`src/rtl/fetch_unit.sv`:
```
// fetch_unit: req/ack instruction fetch with valid/ready issue and next-PC select; FETCH_MISALIGN_TRAP_EN enables misalign trap
module fetch_unit #(
  parameter logic [31:0] RESET_PC    = 32'h0000_0000,
  parameter logic [31:0] TRAP_VECTOR = 32'h0000_0100
) (
  input  logic        clk,
  input  logic        reset,
  output logic        imem_req,
  output logic [31:0] imem_addr,
  input  logic        imem_ack,
  input  logic [31:0] imem_rdata,
  output logic [31:0] Instr,
  output logic [31:0] PC,
  output logic [31:0] PCPlus4,
  output logic        instr_valid,
  input  logic        instr_ready,
  input  logic [1:0]  PCSrc,
  input  logic [31:0] ImmExt,
  input  logic [31:0] ALUResult,
  output logic        misalign,
  output logic [31:0] trap_epc
);
  localparam logic [1:0] IDLE = 2'd0, REQ = 2'd1, VALID = 2'd2;
  logic [1:0]  state;
  logic [31:0] next_pc, redirect;
  logic        take;
  assign PCPlus4     = PC + 32'd4;
  assign imem_req    = state == REQ;
  assign imem_addr   = PC;
  assign instr_valid = state == VALID;
  assign take        = state == VALID && instr_ready;
  always_comb next_pc = PCSrc == 2'b01 ? PC + ImmExt :
                        PCSrc == 2'b10 ? ALUResult & 32'hFFFF_FFFE : PC + 32'd4;
`ifdef FETCH_MISALIGN_TRAP_EN
  logic trap;
  assign trap     = take && |next_pc[1:0];
  assign redirect = trap ? TRAP_VECTOR : next_pc;
  always_ff @(posedge clk)
    if (reset) begin
      misalign <= 1'b0;
      trap_epc <= 32'd0;
    end else begin
      misalign <= trap;
      if (trap) trap_epc <= next_pc;
    end
`else
  assign redirect = next_pc & 32'hFFFF_FFFC;
  assign misalign = 1'b0;
  assign trap_epc = 32'd0;
`endif
  always_ff @(posedge clk)
    if (reset) begin
      state <= IDLE;
      PC    <= RESET_PC;
      Instr <= 32'h0000_0013;
    end else begin
      case (state)
        IDLE:  state <= REQ;
        REQ:   if (imem_ack) begin
                 Instr <= imem_rdata;
                 state <= VALID;
               end
        VALID: if (instr_ready) begin
                 PC    <= redirect;
                 state <= REQ;
               end
        default: state <= IDLE;
      endcase
    end
endmodule

```
`config.mk`:
```
export PLATFORM = sky130hd
export DESIGN_NAME = fetch_unit
export DESIGN_NICKNAME = d
export VERILOG_FILES = /design/src/rtl/fetch_unit.sv
export SDC_FILE = /design/constraint.sdc
export NUM_CORES = 1
export LEC_CHECK = 0
export ABC_CLOCK_PERIOD_IN_PS = 3100
export CORE_UTILIZATION = 38
export DETAILED_ROUTE_END_ITERATION = 8
export PLACE_DENSITY = 0.78
export SETUP_SLACK_MARGIN = 0.15
export SLEW_MARGIN = 20
export SYNTH_ARGS = -nofsm -noshare
export SYNTH_HDL_FRONTEND = slang
export SYNTH_SLANG_ARGS = --single-unit
```
`constraint.sdc`:
```
create_clock -name clk -period 3.1 [get_ports clk]
set_clock_uncertainty 0.2 [all_clocks]
set_input_delay 0.31 -clock clk [delete_from_list [all_inputs] [get_ports clk]]
set_output_delay 0.31 -clock clk [all_outputs]
set_load 0.05 [all_outputs]
```
## After elaboration in Yosys (flattened, before gate mapping)

Cells that the tools add are included.

- Bits in registers: 64
- Input bits: 102
- Output and inout bits: 163
- Logic and storage cells: 20

- Add/subtract/negate cells: 2
- Eq/ne operators: 6
- Mux-type cells: 5
- Reductions and logical operators: 4

Operator list:

| kind | number |
|---|---|
| 2-to-1 mux 32 bit | 2 |
| adder 32 x 3 -> 32 bit, second input constant | 1 |
| adder 32 bit | 1 |
| one-hot mux 2 bit (3 select lines) | 1 |
| AND reduction 2 bit | 3 |
| == test 2 x 1 -> 1 bit, second input constant | 2 |
| == test 2 bit, second input constant | 2 |
| 2-to-1 mux 2 bit | 2 |
| inequality test 2 x 1 -> 1 bit, second input constant | 2 |
| logical NOT 2 bit | 1 |

## Longest topological paths before layout

- Depth in word-level cells: 3
- Depth in mapped cells: 11
- Gate-level depth less buffers: 11

## Worst setup path before layout

OpenSTA, ideal clock, no wires.

- Path kind: reg-to-reg
- Start: register PC[3]
- End: register PC[22]
- Setup time: 96 ps
- Data arrival time: 3335 ps
- Required time: 2804 ps
- Path slack: -531 ps
- Stages on the path, launching flop included: 10
- Path buffers: 0
- Period minus slack after synthesis: 3631 ps
- Cell sequence: dfxtp_1 ha_1 and4_1 nand4_1 or2_1 xnor2_1 mux2i_1 o21ai_0 a21oi_1 a221oi_1

- Longest elaborated chain between the ends: 3
- Elaborated cells on any way between the ends: 4
- Classes of those cells: add/sub: 2; mux: 2

RTL lines:

| item | RTL line | RTL |
|---|---|---|
| start, declared | 13 | `output logic [31:0] PC,` |
| start signal, assigned | 64 | `PC <= redirect;` |
| adder 32 x 3 -> 32 bit | n/a |  |
| net PCPlus4[22] | 14 | `output logic [31:0] PCPlus4,` |
| 2-to-1 mux 32 bit | 33 | `PCSrc == 2'b10 ? ALUResult & 32'hFFFF_FFFE : PC + 32'd4;` |
| 2-to-1 mux 32 bit | 32 | `always_comb next_pc = PCSrc == 2'b01 ? PC + ImmExt :` |

The timed path passes the listed nets, and every way through them passes these cells.
A chain may end at the register's enable or synchronous reset.

## Worst setup path in the final report

- Start: input ImmExt[5]
- End: register PC[31]

- Longest elaborated chain between the ends: 2

RTL lines:

| item | RTL line | RTL |
|---|---|---|
| start, declared | 18 | `input logic [31:0] ImmExt,` |
| adder 32 bit | 32 |  |
| 2-to-1 mux 32 bit | 32 |  |

No other way between the ends.

==> metrics.md <==
| Metric | Value |
|---|---|
| Mux cell area share after synthesis | 0.04843 |
| Slew headroom | 0.5122 |
| Setup-failing EPs final | 0 |
| Detail Placement HPWL | 14220 µm |
| Nets | 1125 |
| Share of post-route cells with drive strength above 1 | 0.2036 |
| Crit share post-route | 0.9350 |
| Final WL | 19270 µm |
| Top Ports | 265 |
| Ys Warns | 0 |
| First-pass GRT wire length | 29350 µm |
| Fillers | 1227 |
| Max clock buf depth | 2 |
| Async set or reset register ratio after synthesis | 0 |
| Root buffer cell | clkbuf_16 |
| Initial Util | 0.3872 |
| Simple-Gate Fraction of Synth Area | 0.2234 |
| Worst hold start | Instr[27] |
| Post-Synth Adder-Cell Area | 0.07052 |
| Area growth, synth to finish | 60.66% |
| Port bufs | 221 |
| ANT cells | 0 |
| Overall Global Routing Usage | 0.2479 |
| Total leakage power | 3.755 nW |
| Critical Path Sink Type | register |
| Status | finished clean |
| Max_cap viols | 0 |
| Yosys top cell area share | 0.2285 |
| Power per Cell Area | 327.2 nW/µm² |
| Xor/xnor share of the synthesized area | 0.08123 |
| Mapped Avg Cell Area | 7.466 µm² |
| Cts hold-fix bufs | 0 |
| Mapped Cells | 751 |
| Synth Area in Compound Gates | 0.2178 |
| CP Max Fanout | 5 |
| Crit path DAT | 2.95 ns |
| CTS buffer count | 9 |
| DIE AREA | 15240 µm² |
| Seq/Total Area, Yosys | 0.2285 |
| FF-to-FF setup slack | 0.21 ns |
| Antenna Violating Nets Remaining | 0 |
| Critical path type | input port to register |
| Netlist cell types | 65 |
| Final hold vios | 0 |
| Via density per instance | 5.279 |
| Largest net degree at the start of global routing | 51 |
| Fmax | 345.0 MHz |
| Crit. Startpoint | ImmExt[5] |
| Initial antenna violation count | 0 |
| DIE WIDTH | 123.5 µm |
| Clk slew on worst S/H paths | 0.05 ns |
| #FFs+latches synth | 64 |
| Vias in the first global route | 5711 |
| Unrepaired setup endpoints after global routing | true |
| Post-synthesis cell area | 5607 µm² |
| Worst slew pin tran | 0.7317 ns |
| Synth top area cells | dfxtp_1 23%, buf_4 9.2%, ha_1 6.7% |
| EDFF count, synth | 0 |
| Most common cell after layout, fill and taps aside | clkdlybuf4s50_1 |
| GR Overflow Total | 0 |
| Reg-to-reg critical path startpoint | PC[6] |
| TritonRoute pass-1 iters | 8 |
| Worst EP required | 3.15 ns |
| Top FF cell, synth | dfxtp_1 |
| Starting DRC count in detailed routing | 393 |
| Largest family of logic cells by synthesized area | simple AND/OR/NAND/NOR gates |
| Sink Count | 64 |
| Hold/Removal Path Class | register to register |
| Cell Rows | 44 |
| CP startpoint kind | input port |
| Maximum vdd drop | 0.2719 mV |
| DR vias | 6235 |
| Power Total | 2.947 mW |
| Skew-Pair Late Insertion Delay | 0.34 ns |
| CTS tree | yes |
| Max H-tree Level | 3 |
| DIE HEIGHT | 123.5 µm |
| Largest area contributor in the netlist | dfxtp_1 |
| DRC Markers | 0 |
| Finished Cell Area | 9007 µm² |
| Post-layout minimum cycle time | 2.898 ns |
| Commonest non-fill, non-tap cells in the layout | 189 x clkdlybuf4s50_1, 100 x nand2_1, 84 x buf_4 |
| WL/cell | 16.32 µm |
| Post-place instance area | 8317 µm² |
| Core Region | 14480 µm² |
| GP Congestion | 0.8981 |
| Slew Limit Fails | 0 |
-- cell families (layout without fill, tap and decap cells) --
family	after synthesis	count (layout)
AO/OA/AOI/OAI	186	186
XOR/XNOR	52	52
adder cells (fa/ha/maj)	31	31
buffers and inverters	120	328
flip-flops	64	64
multiplexers	27	27
other	1	39
AND/OR/NAND/NOR	270	270
-- sequential cells by signal, indices dropped and copies added, names as in the netlist --
| register | cells |
|---|---|
| state | 2 |
| PC | 30 |
| Instr | 32 |
-- critical path, stage by stage --
cell             delay [ns]
clkdlybuf4s50_1        0.41
ha_1                   0.36
nand3_1                0.09
o211ai_1               0.29
nand3_1                0.16
a21oi_1                0.15
buf_4                  0.15
o21ai_4                0.07
o21ai_4                0.22
nand4_1                0.15
mux2_4                 0.33
a311oi_1               0.24
-- path summary, 6_finish.rpt --
| kind | endpoint | cells after the start |
|---|---|---|
| worst min-delay path | Instr[27] | 2 |
| worst max register to register | PC[31] | 11 |
| worst max-delay path | PC[31] | 12 |
| worst min register to register | Instr[27] | 2 |
-- layout make-up --
| class | count | area (µm²) | area share |
|---|---|---|---|
| Multi-Input combinational cell | 605 | 4141 | 0.4598 |
| Timing Repair Buffer | 301 | 2934 | 0.3257 |
| Sequential cell | 64 | 1336 | 0.1484 |
| Inverter | 11 | 41.29 | 0.004584 |
| Clock inverter | 5 | 60.06 | 0.006668 |
| Tap cell | 184 | 230.2 | 0.02556 |
| Clock buffer | 11 | 264.0 | 0.02931 |
-- Yosys cell counts, drive strengths merged (8+ instances only) --
library cell,number
xnor2,24
o21ai,34
a211oi,21
nor3,22
and3,9
nand2,100
buf,75
dfxtp,64
nor2b,8
a21o,16
nand3,22
a221oi,8
nor2,67
mux2i,26
clkbuf,34
xor2,28
nand4,11
inv,11
ha,30
a21oi,64
-- power by group --
| part | internal, mW | switching (mW) | leakage, nW |
|---|---|---|---|
| Sequential | 0.850 | 0.0312 | 0.534 |
| Clock | 0.697 | 0.403 | 0.162 |
| Combinational | 0.379 | 0.588 | 3.06 |
-- metal layers --
metal  GRT usage  vias up  share of wire  wire length, µm
met4     0.08735        0          0.021              414
met5           0        -              0                0
met2      0.4057      230           0.48             9342
met3     0.04428       31          0.065             1245
met1      0.3253     2946           0.43             8269
li1            -     3028              -                -
-- stage by stage --
stage | TNS [ns] | setup WS [ns] | hold WS [ns] | cells | util
after floorplan | 0 | 0.1095 | 0.2343 | 789 | -
after detailed placement | -3.554 | -0.3649 | 0.2459 | 1147 | 0.5744
after CTS | 0 | 0.1315 | 0.2489 | 1176 | 0.6085
after global placement | -2.633 | -0.3255 | 0.2409 | 1147 | 0.5744
after global routing | 0 | 0.1317 | 0.2740 | 1181 | 0.6221
final | 0 | 0.2016 | 0.2531 | 1181 | 0.6221
-- what timing repair did --
action | 4_1_cts | 5_1_grt
buffers inserted | 13 | 5
resized for setup | 25 | 38
pin swaps | 11 | 8
endpoints found under the setup margin | 23 | 26
(Power assumes the default switching activity.)
